[src/rtl/uc_arbiter.sv]
// Unit-clause arbiter: loads a literal queue from memory, then polls BCP engines round-robin,
// deduplicating literals and flagging a conflict when a literal and its negation are both queued.
module uc_arbiter #(
  parameter int unsigned UCQ_SIZE   = 16,
  parameter int unsigned UC_LENGTH  = 1024,
  parameter int unsigned NUM_ENGINE = 4,
  localparam int unsigned LW        = $clog2(UC_LENGTH)
) (
  input  logic                  clk,
  input  logic                  rst,
  input  logic                  mem2uca_valid,
  input  logic                  mem2uca_done,
  input  logic signed [LW-1:0]  mem2uca,
  input  logic                  eng2uca_valid,
  input  logic                  eng2uca_empty,
  input  logic signed [LW-1:0]  eng2uca,
  input  logic                  eng2uca_rd,
  output logic signed [LW-1:0]  uca2eng,
  output logic [NUM_ENGINE-1:0] engmask,
  output logic                  conflict
);

  localparam int unsigned PW = $clog2(UCQ_SIZE);
  localparam int unsigned CW = PW + 1;

  typedef enum logic [0:0] {StLoad, StPoll} state_e;

  state_e                r_state;
  state_e                w_state_next;
  logic signed [LW-1:0]  r_queue [UCQ_SIZE];
  logic [UCQ_SIZE-1:0]   r_valid;
  logic [PW-1:0]         r_head;
  logic [PW-1:0]         r_tail;
  logic [CW-1:0]         r_count;
  logic [NUM_ENGINE-1:0] r_engmask;
  logic                  r_conflict;

  logic                  w_push_req;
  logic signed [LW-1:0]  w_lit;
  logic signed [LW-1:0]  w_neg_lit;
  logic                  w_dup;
  logic                  w_neg;
  logic                  w_nonzero;
  logic                  w_full;
  logic                  w_pop;
  logic                  w_space;
  logic                  w_push;
  logic                  w_conf_set;
  logic                  w_stall;
  logic                  w_rotate;

  // State register
  always_ff @(posedge clk) begin
    if (rst) begin
      r_state <= StLoad;
    end else begin
      r_state <= w_state_next;
    end
  end

  // Next-state logic; POLL is left only by reset
  always_comb begin
    w_state_next = r_state;
    unique case (r_state)
      StLoad:  if (mem2uca_done) w_state_next = StPoll;
      StPoll:  w_state_next = StPoll;
      default: w_state_next = StLoad;
    endcase
  end

  // Output logic: source selection per state
  always_comb begin
    w_push_req = 1'b0;
    w_lit      = '0;
    unique case (r_state)
      StLoad: begin
        w_push_req = mem2uca_valid;
        w_lit      = mem2uca;
      end
      StPoll: begin
        w_push_req = !eng2uca_valid && !eng2uca_empty;
        w_lit      = eng2uca;
      end
      default: begin
        w_push_req = 1'b0;
        w_lit      = '0;
      end
    endcase
  end

  assign w_neg_lit = -w_lit;

  // Parallel match of the incoming literal and its negation against all live entries
  always_comb begin
    w_dup = 1'b0;
    w_neg = 1'b0;
    for (int i = 0; i < int'(UCQ_SIZE); i++) begin
      if (r_valid[i] && (r_queue[i] == w_lit))     w_dup = 1'b1;
      if (r_valid[i] && (r_queue[i] == w_neg_lit)) w_neg = 1'b1;
    end
  end

  assign w_nonzero  = (w_lit != '0);
  assign w_full     = (r_count == CW'(UCQ_SIZE));
  assign w_pop      = eng2uca_rd && (r_count != '0);
  assign w_space    = !w_full || w_pop;
  assign w_push     = w_push_req && w_nonzero && !w_dup && w_space;
  assign w_conf_set = w_push_req && w_nonzero && w_neg && !w_dup;
  assign w_stall    = w_push_req && w_nonzero && !w_dup && !w_space;
  assign w_rotate   = (r_state == StPoll) && !eng2uca_valid && !w_stall;

  always_ff @(posedge clk) begin
    if (rst) begin
      r_engmask <= '0;
    end else if ((r_state == StLoad) && mem2uca_done) begin
      r_engmask <= NUM_ENGINE'(1);
    end else if (w_rotate) begin
      r_engmask <= {r_engmask[NUM_ENGINE-2:0], r_engmask[NUM_ENGINE-1]};
    end
  end

  // Push is written after pop so a same-slot push on a full queue keeps its valid bit
  always_ff @(posedge clk) begin
    if (rst) begin
      r_valid    <= '0;
      r_head     <= '0;
      r_tail     <= '0;
      r_count    <= '0;
      r_conflict <= 1'b0;
    end else begin
      if (w_pop) begin
        r_valid[r_head] <= 1'b0;
        r_head          <= r_head + 1'b1;
      end
      if (w_push) begin
        r_queue[r_tail] <= w_lit;
        r_valid[r_tail] <= 1'b1;
        r_tail          <= r_tail + 1'b1;
      end
      case ({w_push, w_pop})
        2'b10:   r_count <= r_count + 1'b1;
        2'b01:   r_count <= r_count - 1'b1;
        default: r_count <= r_count;
      endcase
      if (w_conf_set) r_conflict <= 1'b1;
    end
  end

  assign uca2eng  = (r_count != '0) ? r_queue[r_head] : '0;
  assign engmask  = r_engmask;
  assign conflict = r_conflict;

endmodule

[config.mk]
export PLATFORM = sky130hd
export DESIGN_NAME = uc_arbiter
export DESIGN_NICKNAME = d
export VERILOG_FILES = /design/src/rtl/uc_arbiter.sv
export SDC_FILE = /design/constraint.sdc
export NUM_CORES = 1
export LEC_CHECK = 0
export BUFFER_PORTS_ARGS = -buffer_cell sky130_fd_sc_hd__buf_2
export CAP_MARGIN = 20
export CORE_UTILIZATION = 60
export CTS_CLUSTER_SIZE = 25
export DETAILED_ROUTE_END_ITERATION = 10
export GPL_TIMING_DRIVEN = 0
export HOLD_SLACK_MARGIN = 0.03
export PLACE_DENSITY_LB_ADDON = 0.15
export SYNTH_ARGS = -nofsm -noshare
export SYNTH_HDL_FRONTEND = slang
export SYNTH_SLANG_ARGS = --single-unit
[constraint.sdc]
create_clock -name clk -period 5.1 [get_ports clk]
set_input_delay 0.51 -clock clk [delete_from_list [all_inputs] [get_ports clk]]
set_output_delay 0.51 -clock clk [all_outputs]
set_load 0.03 [all_outputs]
# Yosys cells after proc, flatten, opt, wreduce, memory -nomap -nowiden
# Memories as Yosys holds them, arrays and structs flattened. A register that Yosys moved wholly into a read port is not among the register bits.
# Index checks and enable logic that the tools add are counted.
# word_totals
mem_count,1
ramBits,160
reg_bits,35
word_cells,166
in_bits,27
# op_classes
magnitude_cmp,4
muxes,52
eq_ne,35
reduce_logical,57
bitwise,4
add_sub_neg,5
# mem_list
name,depth,word_bits,rd,rd_clocked_by_memory_dff,wr,line,source
r_queue,16,10,17,1,1,30,logic signed [LW-1:0] r_queue [UCQ_SIZE];
# ops
cell,count
== test 10 bit,32
2-to-1 mux 16 bit,3
logical AND 1 bit,45
2-to-1 mux 1 bit,40
case mux 10 bit (2 select lines),1
bitwise AND 16 bit,1
inverter 16 bit,1
bitwise OR 16 bit,1
"less-than comparator 4 x 5 -> 1 bit, second input constant",2
2-to-1 mux 10 bit,1
negator 10 bit,1
case mux 5 bit (2 select lines),1
nonzero test 10 bit,1
"adder 4 x 1 -> 4 bit, second input constant",2
demux 1 bit (select 4 bit),2
"greater-or-equal comparator 4 x 1 -> 1 bit, second input constant",2
2-to-1 mux 4 bit,2
zero test 1 bit,6
"adder 5 x 1 -> 5 bit, second input constant",1
"== test 5 bit, second input constant",1
nonzero test 5 bit,1
"subtractor 5 x 1 -> 5 bit, second input constant",1
case mux 1 bit (2 select lines),2
nonzero test 2 bit,2
other kinds (5),5

# Longest topological paths before layout
# Gate-level depths: netlist of the first run.
# depth
word_depth,27
depth_mapped,23

# Worst setup path after synthesis of the first run
# OpenSTA, ideal clock, no wires.
# synth_path
path_kind,register -> register
from,reg r_state
to,reg r_count[4]
t_required_ns,4.969
stages_incl_launch_ff,24
path_slack_ns,0.639
t_arrival_ns,4.329
cell_sequence,dfxtp_1 > buf_6 > mux2i_4 > buf_2 > ha_1 > clkbuf_1 > nand4_1 > nor2_1 > a21oi_1 > o41ai_1 > nor4_1 > nand3_1 > buf_2 > ha_1 > clkbuf_1 > xor2_1 > ha_1 > a21oi_1 > nor2b_1 > o21ai_0 > a21oi_1 > a311oi_1 > or3_1 > a21oi_1
# synth_between
elab_chain_len,25
elab_cells_between_ends,60
classes_between,18 x eq/ne; 19 x mux; 1 x bitwise; 22 x reduce/logical
# synth_lines
item,line,source
start: declaration,28,state_e r_state;
start signal: assignment,55,r_state <= StLoad;
start signal: assignment,57,r_state <= w_state_next;
inverter 1 bit,--,
case mux 10 bit (2 select lines),75,unique case (r_state)
== test 10 bit,98,if (r_valid[i] && (r_queue[i] == w_lit)) w_dup = 1'b1;
logical AND 1 bit,98,
2-to-1 mux 1 bit (16 in series),98,
zero test 1 bit,107,assign w_push = w_push_req && w_nonzero && !w_dup && w_space;
logical AND 1 bit (*) (2 in series),107,
== test 2 x 1 -> 1 bit or == test 2 bit (tied branches),140,"case ({w_push, w_pop})"
case mux 5 bit (2 select lines) or nonzero test 2 bit (tied branches),--,
end signal: assignment,141,2'b10: r_count <= r_count + 1'b1;
end signal: assignment,142,2'b01: r_count <= r_count - 1'b1;
end signal: assignment,143,default: r_count <= r_count;
end: declaration,34,logic [CW-1:0] r_count;
# Mark *: on every way between the ends. The rest lies on a longest branch, timed or not.
# A chain may end at the register's enable or synchronous reset.

# Worst setup path in the final report of the first run
# layout_path
from,reg r_state
to,reg r_conflict (netlist: conflict)
# layout_between
elab_chain_len,23
elab_cells_between_ends,105
classes_between,1 x add/sub; 32 x eq/ne; 34 x mux; 1 x bitwise; 37 x reduce/logical
# layout_lines
item,line,source
inverter 1 bit,--,
case mux 10 bit (2 select lines),75,
negator 10 bit,91,assign w_neg_lit = -w_lit;
== test 10 bit,99,if (r_valid[i] && (r_queue[i] == w_neg_lit)) w_neg = 1'b1;
logical AND 1 bit,99,
2-to-1 mux 1 bit (16 in series),99,
logical AND 1 bit,108,assign w_conf_set = w_push_req && w_nonzero && w_neg && !w_dup;
logical AND 1 bit (*),108,
end signal: assignment,129,r_conflict <= 1'b0;
end signal: assignment,145,if (w_conf_set) r_conflict <= 1'b1;
end: declaration,36,logic r_conflict;
# Marks and branches as above.

==> key figures, run 1 <==
Floorplanning
  – Core footprint: approximately 20,000 um2
  – # rows: 52
  – IO Count: between 40 and 50
  – Initial Util: 0.615
  – Die footprint: 21,500 um2
  – Die span in x: about 150 um
  – Die span in y: 147 um

Synth
  – Post-synth top area share: 0.383
  – Seq cells post-synth: about 200
  – Synth async-reset ratio: 0
  – Post-synthesis compound-gate area fraction: 0.0572
  – Cell Area, Synth: 12,500 um2
  – Sequential area share after synthesis: 0.446
  – Ys flop type: edfxtp_1
  – Synth warn: 0
  – Unique masters post-synth: 76
  – Number of synthesized flops with an enable pin: 160
  – Syn nets: 1,077
  – Adder-cell share of the synthesized area: 0.0120
  – Largest family of logic cells by synthesized area: XOR/XNOR gates
  – Simple-gate share of the synthesized area: 0.126
  – Cell taking the most area after synthesis: edfxtp_1
  – Average cell area after synthesis: roughly 12 um2
  – Mapped Cells: 1,038
  – Xor and xnor area share after synthesis: 0.219
  – Post-synthesis mux area share: 0.108
  – Top cells by area, synth: edfxtp_1, xnor2_1, mux4_2, dfxtp_1, xor2_1

Critical path
  – Most used cell, CP: buf_4
  – CP max FO: 10
  – Crit-path leading delay family: compound AO/OA/AOI/OAI gates
  – Setup CP Type: reg2reg
  – Worst Reg-to-Reg Cells: 15
  – Crit end category: flop
  – Crit-path cells: buf_6, mux2i_4, buf_4, ha_1, buf_4, inv_1, o41ai_2, buf_4, nor2_1, a2111oi_0, nor4bb_1, nand3_1, o2111ai_1, a2111oi_2, a31oi_1
  – Critical R2R Launch: r_state
  – Arrival time worst endpoint: 5.53 ns
  – RR Endpoint: conflict
  – Critical Path RT: roughly 5.5 ns
  – CP Buf/Inv Count: 5
  – Startpoint Class: flop
  – Crit-path max cell delay: roughly 0.90 ns
  – Slowest CP cell: a2111oi_0
  – R2R Setup Slk: -0.06 ns

Cells and area
  – Ant diodes: 0
  – Layout area overhead: 13.1%
  – Register area: 5590 um2
  – Layout filler cell count: roughly 1.5k
  – Fin nets: between 1k and 1.5k
  – Footprint of the multi-input gates: approximately 6800 um2
  – Layout cell share with drive strength beyond 1: 0.217

Global route
  – Vias in the first global route: about 9.2k
  – Largest net degree at the start of global routing: 26
  – Overflow after GRT: 0
  – Initial antenna violation count: 0
  – Gr usage total: 0.404
  – First-pass GRT wire length: about 60,000 um

Power
  – Peak VDD IR: slightly below 300 uV
  – Power Density: between 300 and 400 nW/um2
  – P_leak: about 0.0046 uW
  – Tot Pwr: around 4700 uW

Detailed routing
  – Drt wl/cell: about 30 um
  – DRC Markers: 0
  – Post-Route WL: 42,300 um
  – Via density: around 6.8
  – Initial DRC count: around 1.6k
  – Drt first pass iters: 5
  – Antenna-violating nets left: 0
  – Via count: between 9k and 10k

Worst hold path
  – Min-delay worst type: in2reg
  – Hold Crit Endpoint: r_state
  – Cell depth of the worst min-delay path: 3
  – Hold_sp: mem2uca_done

Timing
  – Finish-stage setup viols: 1
  – Max Slew Vio Count: 0
  – Minimum clock period: a little over 5 ns
  – Measured slew at the worst slew-check pin: roughly 1.1 ns
  – Final worst slack: -0.0551 ns
  – Final Hold Viols: 0
  – Fmax: between 0.15 and 0.2 GHz
  – Hold_ws: around 0.46 ns
  – Clock skew: 0.0166 ns
  – Max transition margin: 0.284
  – Post-route clock period utilization: 1.01

Clock tree
  – CTS tree: done
  – Clk Latency, worst-skew pair: 0.45 ns
  – Root buf cell: clkbuf_16
  – CTS Hold Buffers Added: 0
  – CTS buffer count: 17
  – Clock buffer depth: 2
  – CTS clk-pin slew, worst paths: around 0.08 ns
  – CTS H-Tree Depth: 4
  – TritonCTS Sinks: between 150 and 200

Placement
  – Routability cong.: between 1 and 1.5
  – I/O Buffers: 41
  – DPL Wire Length: ~32,000 um

Job
  – Max-Cap Viols: 0

Run status
  – Violated checks: negative setup slack
  – Outcome: complete, but fails checks
## worst max path at each step
| stage | from | to | slack [ns] | cells past startpoint |
|---|---|---|---|---|
| 2_1_floorplan | r_state | r_count[4] | 0.64 | 23 |
| 3_3_place_gp | r_state | r_count[4] | -1.23 | 23 |
| 3_5_place_dp | r_state | r_count[4] | -1.55 | 23 |
| 4_1_cts | r_state | r_count[4] | 0.05 | 22 |
| 5_1_grt | r_state | r_count[4] | -0.02 | 22 |
| 6_report | r_state | conflict | -0.06 | 15 |
## stage by stage
stage / instance area (um2) / setup TNS [ns] / cells / setup slack [ns] / utilization
floorplan: 12500 / 0 / 1038 / 0.639 / -
global placement: 13100 / -98.35 / 1349 / -1.23 / 0.642
detailed placement: 13300 / -11.69 / 1359 / -1.55 / 0.651
CTS: 14000 / 0 / 1397 / 0.0541 / 0.690
global route: 14200 / -0.0221 / 1401 / -0.0221 / 0.696
finish: 14200 / -0.0551 / 1401 / -0.0551 / 0.696
## power by group
part / switching [uW] / internal (uW) / leakage, uW
sequential: 48.2 / 1810 / 0.00176
combinational: 910 / 551 / 0.00251
clock: 734 / 669 / 0.000292
## cells in the final DEF (no fill, tap or decap), types with 5 or more instances in the layout
cell type	count
edfxtp_1	160
nand3_1	38
a31o_2	16
nor3_2	17
and2_1	5
nor4b_1	8
ha_1	11
or3_1	10
mux2i_4	5
mux2i_1	11
nor4_1	20
buf_4	22
a21oi_1	13
xnor3_1	9
xor2_1	54
a211oi_1	6
mux4_2	50
buf_1	6
nor2_1	51
dfxtp_1	39
buf_6	19
clkinv_8	6
xnor2_1	231
nor3_1	17
inv_1	25
clkbuf_16	17
o21ai_0	12
nor2b_1	16
clkbuf_1	20
nand4_1	28
nand2_1	27
buf_2	51
## logic make-up (layout without fill, tap and decap cells)
| kind of cell | after synthesis | after routing |
|---|---|---|
| compound gates | 93 | 93 |
| xor+xnor | 297 | 297 |
| fa+ha+maj | 12 | 12 |
| buf+inv | 87 | 180 |
| flops | 199 | 199 |
| mux | 69 | 69 |
| simple gates | 281 | 281 |
## synth_stat cells (all sizes together) (9+ instances only)
library cell	number
o21ai	12
buf	37
mux2i	18
or3	10
a21oi	14
inv	26
xnor2	234
ha	12
xor2	54
nand3	39
nor2	52
nor4b	11
nor2b	16
mux4	50
clkbuf	22
a31o	16
dfxtp	39
nor3	34
edfxtp	160
nand4	28
xnor3	9
nand2	27
nor4	26
## worst reg2reg max path, cell delays in order, from the launching register on
cell,delay [ns]
dfxtp_1,0.42
buf_6,0.21
mux2i_4,0.39
buf_4,0.29
ha_1,0.31
buf_4,0.29
inv_1,0.22
o41ai_2,0.65
buf_4,0.34
nor2_1,0.07
a2111oi_0,0.90
nor4bb_1,0.29
nand3_1,0.18
o2111ai_1,0.27
a2111oi_2,0.10
a31oi_1,0.17
## flip-flops by register name, summed over array words and instances, names as in the netlist, named ones only
signal / cells
conflict: 1
r_head: 4
r_state: 1
r_queue: 160
r_valid: 16
engmask: 4
r_count: 5
r_tail: 4
## layer usage
metal	wire length, um	global-route usage	vias up
met2	18600	0.610	721
met4	1980	0.181	0
li1	-	-	4017
met3	5360	0.0959	113
met1	16300	0.556	4613
met5	0	0	-
## area by class of cell
| type | instances | area share |
|---|---|---|
| multi-input combinational | 752 | 0.478 |
| sequential | 199 | 0.394 |
| clock buffer | 18 | 0.0303 |
| timing repair buffer | 62 | 0.0274 |
| buffer | 58 | 0.0264 |
| tap | 270 | 0.0238 |
| clock inverter | 14 | 0.0125 |
| inverter | 28 | 0.00768 |
## what timing repair did
action | 4_1_cts | 5_1_grt
endpoints found under the setup margin | 76 | 2
endpoints found under the hold margin | 0 | 0
pin swaps | 2 | 3
resized for setup | 34 | 22
setup buffers | 7 | 4
gates cloned | 0 | 0
(Power assumes the default switching activity.)
==> run 2: changes to the inputs <==
- CORE_UTILIZATION: 60 -> 50
==> run 2 against run 1 <==
Effect of this change: the flow now finishes without violations; utilization is 11 points lower; cell count grew 4.2%; register-to-register slack gained 0.19 ns; via count is 1.6% higher.
==> key figures, run 2 (same netlist as run 1, synthesis figures left out) <==
Run status
  – Outcome: finished, final reports clean

Floorplanning
  – Core footprint: 24,500 um2 (+20%)
  – Initial Util: 0.512 (-0.103)
  – IO Count: 42 (unchanged)
  – Die footprint: 25,700 um2 (+20%)
  – Die span in y: 160 um (+9.4%)
  – Die span in x: 160 um (+9.4%)
  – # rows: 57 (+9.6%)

Clock tree
  – TritonCTS Sinks: 199 (unchanged)
  – CTS buffer count: 17 (unchanged)
  – CTS clk-pin slew, worst paths: 0.09 ns (about the same)
  – Root buf cell: clkbuf_16
  – CTS tree: done
  – CTS H-Tree Depth: 4 (unchanged)
  – Clock buffer depth: 2 (unchanged)
  – CTS Hold Buffers Added: 0 (unchanged)
  – Clk Latency, worst-skew pair: 0.46 ns (about the same)

Cells and area
  – Commonest non-fill, non-tap cell in the layout: xnor2_1
  – Most frequent cells in the layout: xnor2_1, edfxtp_1, xor2_1
  – Reg with most FFs: r_queue
  – Max FFs per register: 160 (unchanged)
  – Fin nets: 1,160 (+0.26%)
  – Layout cell share with drive strength beyond 1: 0.214 (-0.00234)
  – Largest registers: r_queue: 160 flops, r_valid: 16 flops, r_count: 5 flops
  – Layout area overhead: 13.8%
  – Post-Layout Cell Count: 1,460 (+4.2%)

Placement
  – I/O Buffers: 41 (unchanged)
  – Routability cong.: 0.998 (-2.0%)
  – Total placed cells including tap cells: 1,417 (+4.3%)
  – DPL Wire Length: 33,900 um (+4.8%)

Detailed routing
  – Post-Route WL: 45,700 um (+8.0%)
  – Via count: 9,612 (+1.6%)
  – Initial DRC count: 1,221 (-22%)
  – Drt wl/cell: 31.3 um (+3.7%)
  – Via density: 6.58 (-2.5%)
  – Antenna-violating nets left: 0 (unchanged)
  – DRC Markers: 0 (unchanged)
  – Drt first pass iters: 6 (+1)

Worst hold path
  – Min-delay worst type: in2reg

Power
  – P_leak: 0.00456 uW (+0.16%)
  – Tot Pwr: 4750 uW (+0.67%)
  – Power Density: 333 nW/um2 (+0.12%)
  – Peak VDD IR: 290 uV (-1.2%)

Timing
  – Post-route clock period utilization: 0.974 (-0.0368)
  – Minimum clock period: 4.97 ns (-0.187 ns)
  – Max transition margin: 0.214 (-0.0699)
  – Clock skew: 0.0194 ns (+0.00280 ns)
  – Max Slew Vio Count: 0 (unchanged)
  – Finish-stage setup viols: 0 (-1)
  – Measured slew at the worst slew-check pin: 1.17 ns (+0.104 ns)
  – Fmax: 0.201 GHz (+3.8%)
  – Final Hold Viols: 0 (unchanged)
  – Total negative slack: 0 ns (+0.0551 ns)

Critical path
  – Startpoint Class: flop
  – Critical Path RT: 5.48 ns (about the same)
  – Setup CP Type: reg2reg
  – Arrival time worst endpoint: 5.34 ns (-0.19 ns)
  – Crit end category: flop
  – CP max FO: 10 (unchanged)

Global route
  – Initial antenna violation count: 2 (+2)
  – Largest net degree at the start of global routing: 26 (unchanged)
  – Gr usage total: 0.366 (-0.0381)
  – Overflow after GRT: 0 (unchanged)
  – First-pass GRT wire length: 65,900 um (+7.3%)
  – Vias in the first global route: 9,187 (+0.37%)

Job
  – Max-Cap Viols: 0 (unchanged)
==> run 2: cell count changes in the layout (fill, tap and decap cells not counted), sizes merged <==
cell	previous run	this run
buf	100	102
clkbuf	38	39
clkinv	10	9
diode	0	2
inv	32	33
==> run 2: power breakdown <==
group | internal [uW] | total (uW) | switching (uW)
Clock | 670 | 1400 | 732
Sequential | 1810 | 1850 | 46.8
Combinational | 555 | 1490 | 939
Total | 3030 | 4750 | 1720
==> run 2: path summary, 6_finish.rpt <==
check | start | to | slack (ns) | cells past startpoint
max | r_state | conflict | 0.13 | 15
max reg2reg | r_state | conflict | 0.13 | 15
min reg2reg | r_valid[10] | r_valid[10] | 0.49 | 1
min | mem2uca_done | r_state | 0.43 | 3
==> run 2: area by class of cell <==
type / count / area, um2
clock buffers: 18 / 429
fillers: 2035 / 10200
plain buffers: 58 / 367
diodes: 2 / 5.00
flip-flops and latches: 199 / 5590
multi-input cells: 752 / 6730
well taps: 324 / 405
clock inverters: 14 / 180
repair buffers: 65 / 442
inverters: 28 / 110
==> run 2: layer usage <==
layer  global-route usage  part of all wire
met4                0.150             0.042
met1                0.493              0.39
met5                    0           0.00024
met2                0.559              0.45
met3                0.101              0.13
==> run 2: stage by stage <==
stage               area [um2]  hold slack (ns)  setup slack (ns)   util
global route             14200            0.467           -0.0129  0.582
finish                   14300            0.429             0.132  0.583
CTS                      14200            0.412            0.0275  0.579
floorplan                12500            0.453             0.639      -
global placement         13100            0.464             -1.46  0.537
detailed placement       13400            0.471             -1.58  0.547
==> run 2: worst max-delay path, cell delays in order (launching register included) <==
cell and delay, ns:
dfxtp_2 0.38, buf_6 0.18, mux2i_4 0.38, buf_4 0.30, ha_1 0.32, clkbuf_4 0.31, inv_1 0.18, a221oi_2 0.60
xnor2_1 0.43, buf_2 0.53, xnor2_1 0.11, nor4_1 0.36, a41oi_1 0.25, a311oi_1 0.28, a21oi_1 0.08, a31oi_1 0.21
==> run 2: what timing repair did <==
item                                    CTS  global route
endpoints found under the setup margin  151             2
pin swaps                                 1             4
setup buffers                             7             2
gates cloned                              0             0
resized for setup                        34            13
